--- config.mk ---
export PLATFORM = sky130hd
export DESIGN_NAME = pc_redirect_select_flat
export DESIGN_NICKNAME = d
export VERILOG_FILES = /design/src/rtl/pc_redirect_select_if.sv /design/src/rtl/pc_redirect_select.sv /design/src/flat_wrapper.sv
export SDC_FILE = /design/constraint.sdc
export NUM_CORES = 1
export LEC_CHECK = 0
export CORE_MARGIN = 2
export CORE_UTILIZATION = 30
export DETAILED_ROUTE_END_ITERATION = 6
export GPL_TIMING_DRIVEN = 0
export PLACE_DENSITY_LB_ADDON = 0.3
export SLEW_MARGIN = 20
export SYNTH_ARGS = -nofsm -noshare
export SYNTH_HDL_FRONTEND = slang
export SYNTH_SLANG_ARGS = --single-unit
export TNS_END_PERCENT = 20
--- constraint.sdc ---
create_clock -name clk_i -period 2.13 [get_ports clk_i]
set_input_delay 0.426 -clock clk_i [delete_from_list [all_inputs] [get_ports clk_i]]
set_output_delay 0.426 -clock clk_i [all_outputs]
set_load 0.01 [all_outputs]
--- src/rtl/pc_redirect_select_if.sv ---
// Purpose : Bundles the stall/redirect request side and the PC result side
//           of the next-PC selector into one interface.
// Signals : stall          - hold PC this cycle
//           redirect_valid - per-source redirect request, bit i = source i
//           redirect_addr  - flattened targets, source i at [i*WIDTH +: WIDTH]
//           pc             - current PC (registered)
//           pc_plus_inc    - pc + INC (combinational)
//           redirect_taken - PC was loaded from a redirect on the last edge
//           src_id         - index of the source that last loaded PC
//           pending        - a buffered redirect awaits stall release
// Modports: master drives requests (pipeline side), slave is the selector.
interface pc_redirect_select_if #(
  parameter int unsigned WIDTH = 32,
  parameter int unsigned N_SRC = 4
);
  localparam int unsigned SRC_W = (N_SRC > 1) ? $clog2(N_SRC) : 1;

  logic                   stall;
  logic [N_SRC-1:0]       redirect_valid;
  logic [N_SRC*WIDTH-1:0] redirect_addr;
  logic [WIDTH-1:0]       pc;
  logic [WIDTH-1:0]       pc_plus_inc;
  logic                   redirect_taken;
  logic [SRC_W-1:0]       src_id;
  logic                   pending;

  modport master (
    output stall, redirect_valid, redirect_addr,
    input  pc, pc_plus_inc, redirect_taken, src_id, pending
  );

  modport slave (
    input  stall, redirect_valid, redirect_addr,
    output pc, pc_plus_inc, redirect_taken, src_id, pending
  );
endinterface

--- src/rtl/pc_redirect_select.sv ---
// Purpose : PC register fused with an N-source prioritised next-PC selector.
//           Chooses between sequential increment and redirect sources
//           (index 0 = highest priority), honours stall, and buffers one
//           redirect that arrives while stalled.
// Ports   : clk_i - rising-edge clock
//           rst_i - asynchronous active-high reset
//           bus   - pc_redirect_select_if.slave (requests in, PC state out)
module pc_redirect_select #(
  parameter int unsigned     WIDTH        = 32,
  parameter int unsigned     N_SRC        = 4,
  parameter logic [WIDTH-1:0] RESET_VECTOR = '0,
  parameter int unsigned     INC          = 4,
  parameter int unsigned     ALIGN_BITS   = 2
) (
  input  logic                  clk_i,
  input  logic                  rst_i,
  pc_redirect_select_if.slave   bus
);
  localparam int unsigned SRC_W = (N_SRC > 1) ? $clog2(N_SRC) : 1;
  // All-ones except the ALIGN_BITS LSBs; all-ones when ALIGN_BITS = 0.
  localparam logic [WIDTH-1:0] ALIGN_MASK =
    ~((WIDTH'(1) << ALIGN_BITS) - WIDTH'(1));

  logic [WIDTH-1:0] pc_q, pc_d;
  logic             taken_q, taken_d;
  logic [SRC_W-1:0] src_q, src_d;
  logic             pend_q, pend_d;
  logic [WIDTH-1:0] pend_addr_q, pend_addr_d;
  logic [SRC_W-1:0] pend_idx_q, pend_idx_d;

  logic             new_vld;
  logic [SRC_W-1:0] new_idx;
  logic [WIDTH-1:0] new_addr;
  logic             cand_vld;
  logic [SRC_W-1:0] cand_idx;
  logic [WIDTH-1:0] cand_addr;

  // New-request winner: scan from lowest priority so the lowest index wins.
  // Addresses of non-valid sources are never selected.
  always_comb begin
    new_vld  = 1'b0;
    new_idx  = '0;
    new_addr = '0;
    for (int i = N_SRC - 1; i >= 0; i--) begin
      if (bus.redirect_valid[i]) begin
        new_vld  = 1'b1;
        new_idx  = SRC_W'(i);
        new_addr = bus.redirect_addr[i*WIDTH +: WIDTH] & ALIGN_MASK;
      end
    end
  end

  // Merge new winner with the buffered entry; ties go to the new request.
  always_comb begin
    cand_vld  = new_vld | pend_q;
    cand_idx  = pend_idx_q;
    cand_addr = pend_addr_q;
    if (new_vld && (!pend_q || (new_idx <= pend_idx_q))) begin
      cand_idx  = new_idx;
      cand_addr = new_addr;
    end
  end

  // Next-state for PC, status and the single-entry pending buffer.
  always_comb begin
    pc_d        = pc_q;
    taken_d     = 1'b0;
    src_d       = src_q;
    pend_d      = pend_q;
    pend_addr_d = pend_addr_q;
    pend_idx_d  = pend_idx_q;
    if (!bus.stall) begin
      pend_d = 1'b0;
      if (cand_vld) begin
        pc_d    = cand_addr;
        src_d   = cand_idx;
        taken_d = 1'b1;
      end else begin
        pc_d = pc_q + WIDTH'(INC);
      end
    end else if (new_vld) begin
      pend_d      = 1'b1;
      pend_addr_d = cand_addr;
      pend_idx_d  = cand_idx;
    end
  end

  always_ff @(posedge clk_i or posedge rst_i) begin
    if (rst_i) begin
      pc_q        <= RESET_VECTOR;
      taken_q     <= 1'b0;
      src_q       <= '0;
      pend_q      <= 1'b0;
      pend_addr_q <= '0;
      pend_idx_q  <= '0;
    end else begin
      pc_q        <= pc_d;
      taken_q     <= taken_d;
      src_q       <= src_d;
      pend_q      <= pend_d;
      pend_addr_q <= pend_addr_d;
      pend_idx_q  <= pend_idx_d;
    end
  end

  assign bus.pc             = pc_q;
  assign bus.pc_plus_inc    = pc_q + WIDTH'(INC);
  assign bus.redirect_taken = taken_q;
  assign bus.src_id         = src_q;
  assign bus.pending        = pend_q;
endmodule

--- src/flat_wrapper.sv ---
// flat-port wrapper written by rule: the top's interface ports become plain ports
module pc_redirect_select_flat 
#(
  parameter int unsigned     WIDTH        = 32,
  parameter int unsigned     N_SRC        = 4,
  parameter logic [WIDTH-1:0] RESET_VECTOR = '0,
  parameter int unsigned     INC          = 4,
  parameter int unsigned     ALIGN_BITS   = 2
)
  (clk_i, rst_i, bus_stall, bus_redirect_valid, bus_redirect_addr, bus_pc, bus_pc_plus_inc, bus_redirect_taken, bus_src_id, bus_pending);
  pc_redirect_select_if #(.WIDTH(WIDTH), .N_SRC(N_SRC)) bus_i ();
  input  logic clk_i;
  input  logic rst_i;
  input wire logic [$bits(bus_i.stall)-1:0] bus_stall;
  input wire logic [$bits(bus_i.redirect_valid)-1:0] bus_redirect_valid;
  input wire logic [$bits(bus_i.redirect_addr)-1:0] bus_redirect_addr;
  output wire logic [$bits(bus_i.pc)-1:0] bus_pc;
  output wire logic [$bits(bus_i.pc_plus_inc)-1:0] bus_pc_plus_inc;
  output wire logic [$bits(bus_i.redirect_taken)-1:0] bus_redirect_taken;
  output wire logic [$bits(bus_i.src_id)-1:0] bus_src_id;
  output wire logic [$bits(bus_i.pending)-1:0] bus_pending;
  assign bus_i.stall = bus_stall;
  assign bus_i.redirect_valid = bus_redirect_valid;
  assign bus_i.redirect_addr = bus_redirect_addr;
  assign bus_pc = bus_i.pc;
  assign bus_pc_plus_inc = bus_i.pc_plus_inc;
  assign bus_redirect_taken = bus_i.redirect_taken;
  assign bus_src_id = bus_i.src_id;
  assign bus_pending = bus_i.pending;
  pc_redirect_select #(.WIDTH(WIDTH), .N_SRC(N_SRC), .RESET_VECTOR(RESET_VECTOR), .INC(INC), .ALIGN_BITS(ALIGN_BITS)) u_core (.clk_i(clk_i), .rst_i(rst_i), .bus(bus_i));
endmodule
After elaboration in Yosys (flattened, before gate mapping). Cells that the tools add are included.

Logic and storage cells: 35. Output and inout port bits: 68. Register bits: 70.

Reductions and logical operators: 5. Bitwise logic cells: 2. Add/subtract/negate cells: 1. Muxes and demuxes: 19. Magnitude comparators: 1. Eq/ne operators: 1.

Operators by type and width (count): 32-bit 2-to-1 mux (6); 32-bit by 3-bit adder with 32-bit output, second input constant (1); 2-bit 2-to-1 mux (5); 1-bit 2-to-1 mux (8); 2-bit AND reduction (2); 2-bit less-or-equal comparator (1); 2-bit by 1-bit inequality test with 1-bit output, second input constant (1); 1-bit logical AND (1); 1-bit logical NOT (1); 1-bit logical OR (1); 1-bit inverter (1); 1-bit bitwise OR (1).

Logic depth before layout (Yosys ltp).
Depth after elaboration: 9. Mapped depth: 11. Gate-level depth less buffers: 8.

Worst setup path before layout. No wires, ideal clock.

Path kind: input to register. Start: input bus_redirect_valid[2]. End: register u_core.pc_q[17], in the netlist u_core.bus.pc[17]. Data arrival time: 2.784 ns. Slack: -0.780 ns. Stages on the path: 10. Library setup time: 0.126 ns. Cells stage by stage: clkbuf_1 clkbuf_1 nor2_1 nor2_1 ha_1 nor2b_1 o211a_1 nor2_2 mux2_1 a221o_1.

Cells in the longest elaborated chain, start to end: 8.

Ends and longest elaborated chain: start: declaration (line flat_wrapper.sv:15) `input wire logic [$bits(bus_i.redirect_valid)-1:0] bus_redirect_valid;`; 2-bit 2-to-1 mux (3 in series) (line pc_redirect_select.sv:45) `if (bus.redirect_valid[i]) begin`; 2-bit less-or-equal comparator (line pc_redirect_select.sv:58) `if (new_vld && (!pend_q || (new_idx <= pend_idx_q))) begin`; 1-bit logical OR (line pc_redirect_select.sv:58); 1-bit logical AND (line pc_redirect_select.sv:58); 32-bit 2-to-1 mux (line pc_redirect_select.sv:58); 32-bit 2-to-1 mux * (line pc_redirect_select.sv:74) `if (cand_vld) begin`; end signal: assignment (line pc_redirect_select.sv:97) `pc_q <= pc_d;`; end: declaration (line pc_redirect_select.sv:24) `logic [WIDTH-1:0] pc_q, pc_d;`.

Mark *: on every way between the ends. The rest lies on a longest branch, timed or not. A chain may end at the register's enable or synchronous reset.

Worst setup path after layout.
Start: register u_core.pc_q[18], in the netlist u_core.bus.pc[18]. End: output bus_pc_plus_inc[30].

Cells in the longest elaborated chain, start to end: 1.

Ends and longest elaborated chain: 32-bit by 3-bit adder with 32-bit output (line pc_redirect_select.sv:107) `assign bus.pc_plus_inc = pc_q + WIDTH'(INC);`; end: declaration (line flat_wrapper.sv:18) `output wire logic [$bits(bus_i.pc_plus_inc)-1:0] bus_pc_plus_inc;`.

No other way between the ends.

==> reports/metrics.cfg <==
[run_status]
status = finished, violations left
violations = setup timing

[pwr]
internal-power_w = 0.00401
p_comb_share_pct = 45.1
pwr-share-seq_pct = 32.2
netSwitchingFraction_pct = 34.3
powerDensity_mw_per_mm2 = 738
pwr-share-clk_pct = 22.7
fin_total_pwr_w = 0.00611
peakVddDrop_mv = 0.445
p_switching_w = 0.00209
p_leak_nw = 3.51

[placement]
port_buffers = 193
dp.cells = 867
gp_congestion = 0.885
placed_area_sq_mm = 0.00685
hpwlAfterDp_microns = 13500

[cells_and_area]
drive_above_1_share_pct = 32.8
areaGrowthSynthToFinish_pct = 81.5
finalNetCount = 899
final_cell_count_no_fill = 953
postLayoutCellArea_sq_mm = 0.00828
antenna_cells = 0

[synth]
async_reset_ff_share_pct = 100
synth-edff-count = 0
syn-instance-count = 485
synth_area_leaders = dfrtp_1 (38%), a221oi_1 (6.3%), mux2_2 (4.4%), a221o_1 (3.5%), o22ai_1 (3.4%)
syn_nets = 623
ys.flop_type = dfrtp_1
ys_warn_count = 0
synth_area_sq_mm = 0.00456
yosys.area.top_type = dfrtp_1
seq_area_frac_synth_pct = 38.4
yosysMostFrequentCell = dfrtp_1
netlist_top_cells_count = dfrtp_1 (70), nor2_1 (38), a221oi_1 (33), nand2_1 (33), clkbuf_1 (32)
avgSynthCellArea_sq_um = 9.40
yosys.area.top_type_share_pct = 38.4
synth.distinct_cells = 59
synth-seq-cells = 70

[clock_tree]
cts_made_buffers = 9
cts-root-buf = clkbuf_16
clock_sinks = 70
insertion_delay_ns = 0.34
cts_max_level = 3
cts_tree = built
cts.path.max_buffers = 2
path_clk_slew_ns = 0.05

[worst_setup_path]
crit_required_ns = 1.70
startpoint_type = register
endpoint_kind = output pin
path_max_fanout = 9
critPathKind = register to output pin
crit_arrival_ns = 2.15

[global_routing]
grt_pass1_vias = 5489
grt-busiest-layer = met2
use_met1_pct = 29.4
grt_usage_pct = 23.2
use_met3_pct = 4.15
overflow = 0
antenna_found_initial = 0
use_met2_pct = 39.2
grt_pass1_wl_microns = 29400
grt_start_max_net_pins = 52

[sta]
fin_skew_ns = 0.00848
fin_ws_ns = -0.448
tightest_slew_ns = 0.589
finalSetupViolCount = 24
slew_headroom_pct = 60.8
hold_slack_ns = 0.398
period_share_pct = 121
rsz0062_at_grt = yes
slew_viol_final = 0
period_needed_ns = 2.58
timing.fmax_mhz = 388
hold_viol = 0

[die]
die-area_sq_mm = 0.0162
row_count = 45
fp.dieH_microns = 127
start_util_pct = 30.3
coreArea_sq_mm = 0.0150
die_x_microns = 127
ios = 203

[drt]
drt_first_pass_iters = 5
via_count = 5377
wl_per_cell_microns = 20.2
drt_wl_total_microns = 19300
drtIter0Drc = 432
via_per_inst = 5.64
drc_errors = 0
ant_nets = 0

[worst_hold_path]
hold_class = input port to asynchronous set/reset pin

[job]
maxCapViolCount = 0

[worst max-delay path: stages (launching register included)]
cell and delay, ns:
dfrtp_2 0.46, and3_1 0.27, and4_1 0.26, or4b_4 0.51, xnor2_4 0.19, buf_6 0.13
[layout by cell type (no fill, tap or decap), types with 7 or more instances in the layout]
master,netlist,routed
a221oi_1,33,30
clkdlybuf4s50_1,0,162
nor2_1,38,32
buf_2,7,18
a21oi_1,11,11
clkbuf_2,0,8
xor2_1,11,11
xnor2_2,1,10
o21ai_0,21,14
nor3_4,0,7
dfrtp_1,70,55
clkbuf_1,32,17
a221o_1,16,16
clkbuf_16,0,9
buf_4,2,64
a22o_1,15,15
nand2_1,33,28
dfrtp_2,0,15
clkbuf_8,0,7
o22ai_1,25,25
buf_6,1,19
mux2_2,18,18
inv_1,9,8
[timing repair]
item / CTS / global route
hold buffers: 0 / 0
endpoints found under the setup margin: 96 / 93
setup buffers: 47 / 26
hold endpoints to repair: 0 / 0
resized for setup: 226 / 51
gates cloned: 3 / 0
pin swaps: 35 / 22
[power groups by stage]
stage / registers [W] / clock network, W / logic [W]
after global placement: 0.00193 / 0 / 0.00212
after CTS: 0.00195 / 0.00139 / 0.00257
after floorplan: 0.00192 / 0 / 0.00102
final: 0.00197 / 0.00139 / 0.00275
after global routing: 0.00200 / 0.00146 / 0.00292
after detailed placement: 0.00195 / 0 / 0.00216
[cell type report]
class | count | area, sq um
inverters | 10 | 42.5
plain buffers | 37 | 272
clock inverters | 1 | 5.00
well taps | 188 | 235
fillers | 1257 | 6760
multi-input cells | 363 | 3150
repair buffers | 270 | 2540
clock buffers | 14 | 264
flip-flops and latches | 70 | 1770
[flip-flops by register name, indices dropped and copies added (netlist names)]
register and count:
u_core.bus.pending 1, u_core.bus.redirect_taken 1, u_core.pend_addr_q 32, u_core.pend_idx_q 2, u_core.bus.src_id 2, u_core.bus.pc 32
[through the flow]
stage | worst slack [ns] | TNS (ns) | util [%]
floorplan | -0.495 | -23.32 | -
global placement | -1.45 | -182.14 | 45.4
detailed placement | -1.55 | -104.03 | 45.6
CTS | -0.505 | -7.54 | 53.1
global route | -0.510 | -7.93 | 55.1
finish | -0.448 | -5.80 | 55.1
[final timing paths]
| kind | startpoint | end | slack (ns) | cells after the start |
|---|---|---|---|---|
| worst max-delay path | u_core.bus.pc[18] | bus_pc_plus_inc[30] | -0.45 | 5 |
| worst max register to register | u_core.bus.pc[18] | u_core.bus.pc[30] | -0.09 | 6 |
| min in group clk_i | u_core.pend_addr_q[8] | u_core.pend_addr_q[8] | 0.48 | 2 |
| worst min-delay path | rst_i | u_core.bus.pc[22] | 0.40 | 2 |
| worst min register to register | u_core.pend_addr_q[8] | u_core.pend_addr_q[8] | 0.48 | 2 |
| max in group asynchronous | rst_i | u_core.bus.pc[14] | 1.17 | 3 |
[cells by family after synthesis]
logic type	share of synthesized area, %
AND/OR/NAND/NOR	17.6
XOR/XNOR	5.54
multiplexers	7.24
buffers and inverters	4.80
AO/OA/AOI/OAI	25.5
adder cells (fa/ha/maj)	0.823
flip-flops	38.4
[per-layer routing]
layer / wire (microns) / part of all wire (%) / up-vias
met5: 0 / 0 / -
li1: - / - / 2431
met3: 1310 / 6.8 / 45
met2: 9610 / 50 / 275
met4: 588 / 3.1 / 0
met1: 7750 / 40 / 2626
No activity file was read; power rests on OpenSTA's default activity.
==> patch, RTL diff (config.mk and constraints unchanged) <==
`pend_addr_q` no longer has a reset.
--- a/src/rtl/pc_redirect_select.sv
+++ b/src/rtl/pc_redirect_select.sv
@@ -92,5 +92,4 @@
       src_q       <= '0;
       pend_q      <= 1'b0;
-      pend_addr_q <= '0;
       pend_idx_q  <= '0;
     end else begin
@@ -99,7 +98,10 @@
       src_q       <= src_d;
       pend_q      <= pend_d;
-      pend_addr_q <= pend_addr_d;
       pend_idx_q  <= pend_idx_d;
     end
+  end
+
+  always_ff @(posedge clk_i) begin
+    pend_addr_q <= pend_addr_d;
   end
 
Formal check against the unedited RTL: no difference found for any inputs over 4 cycles, from zero or initial values and one cycle with rst_i high; that may be too few to reach the edited logic, so the function may still have changed.
==> patch against the unedited design <==
  * The run still ends with setup timing left
  * Cell count is 4.4% higher
  * Hold slack worse by 0.014 ns
  * Sequential cell count stayed put
  * Synthesized area is 5.6% higher
  * Final area is 3.9% higher
  * Wire length is 8.1% higher
  * Critical path depth is 2 higher
  * Total power is 3.6% lower
  * Critical endpoint is now bus_pc_plus_inc[18]
  * Highest routed layer unchanged
  * Worst setup slack better by 0.15 ns
  * Largest cell class unchanged
  * Register-to-register slack worse by 0.06 ns
  * Count of clock-buffer cells in the layout is 5 lower
==> patch: results (changes against the unedited design) <==
Status - finished with violations
Failing checks - setup timing
Wire length on met3 - 1370 um (+4.8%)
CP arrival - 2.01 ns (-0.14 ns)
CTS resizes - 224 (-0.88%)
Synth area leaders - edfxtp_1 20%, dfrtp_1 20%, mux2_2 6.1%
Number of synthesized flops with an enable pin - 32 (+32)
Crit-path slowest cell - dfrtp_2
DR vias - 5,557 (+3.3%)
Maximum net fanout on the critical path - 3 (-6)
Leakage - 3.47 nW (-1.2%)
Routed wl met2 - 10,300 um (+7.6%)
P_int - 3.87 mW (-3.5%)
Global-route wire length before repair - 29,900 um (+1.9%)
Setup violators final - 89 (+270%)
Actual slew at the worst max-slew pin - 1.02 ns (+0.427 ns)
Share of layout cells above drive strength 1 - 0.354 (+0.0262)
Worst hold margin - 0.384 ns (-0.0142 ns)
Post-placement cell count - 894 (+3.1%)
Post-Route M1 WL - 8320 um (+7.3%)
Fin cells - 995 (+4.4%)
Sequential cell area fraction in the yosys report - 0.397 (+0.0129)
Ys async rst share - 0.543 (-0.457)
Final wirelength - 20,800 um (+8.1%)
Final worst setup slack - -0.302 ns (+0.146 ns)
Library cells used by synthesis - 57 (-3.4%)
Reg-to-reg critical path startpoint - u_core.pend_idx_q[1]
Vias in the first global route - 5,448 (-0.75%)
DP Area - 0.00710 sq mm (+3.6%)
Post-DP HPWL - 14,000 um (+3.9%)
Met2 Use GR - 0.397 (+0.00542)
Final clock skew - 0.00891 ns (+0.000430 ns)
Critical Path Sink - bus_pc_plus_inc[18]
1st-pass router iterations - 6 (+1)
Reg2reg end - u_core.bus.pc[25]
Setup Buffers After CTS - 51 (+8.5%)
Flop-to-flop setup slack - -0.15 ns (-0.06 ns)
-- patch: area by class of cell --
cell class              count  area [sq um]
fillers                  1312          7170
repair buffers            281          2630
clock buffers               9           225
plain buffers              39           274
multi-input cells         365          3180
flip-flops and latches     70          1930
inverters                   8          30.0
clock inverters             7          51.3
well taps                 216           270
-- patch: critical path: cells and delay by family (launching register included) --
kind | cells | cell delay (ns)
flops | 1 | 0.40
simple gates | 2 | 0.41
xor+xnor | 1 | 0.22
buf+inv | 3 | 0.47
fa+ha+maj | 1 | 0.15
-- patch: cell families (layout without fill, tap and decap cells) --
family / Yosys count / in the layout / synth area share
AND/OR/NAND/NOR: 161 / 161 / 0.194
flip-flops: 70 / 70 / 0.397
adder cells (fa/ha/maj): 3 / 3 / 0.00780
buffers and inverters: 50 / 344 / 0.0535
multiplexers: 28 / 28 / 0.0652
XOR/XNOR: 28 / 28 / 0.0509
AO/OA/AOI/OAI: 145 / 145 / 0.231
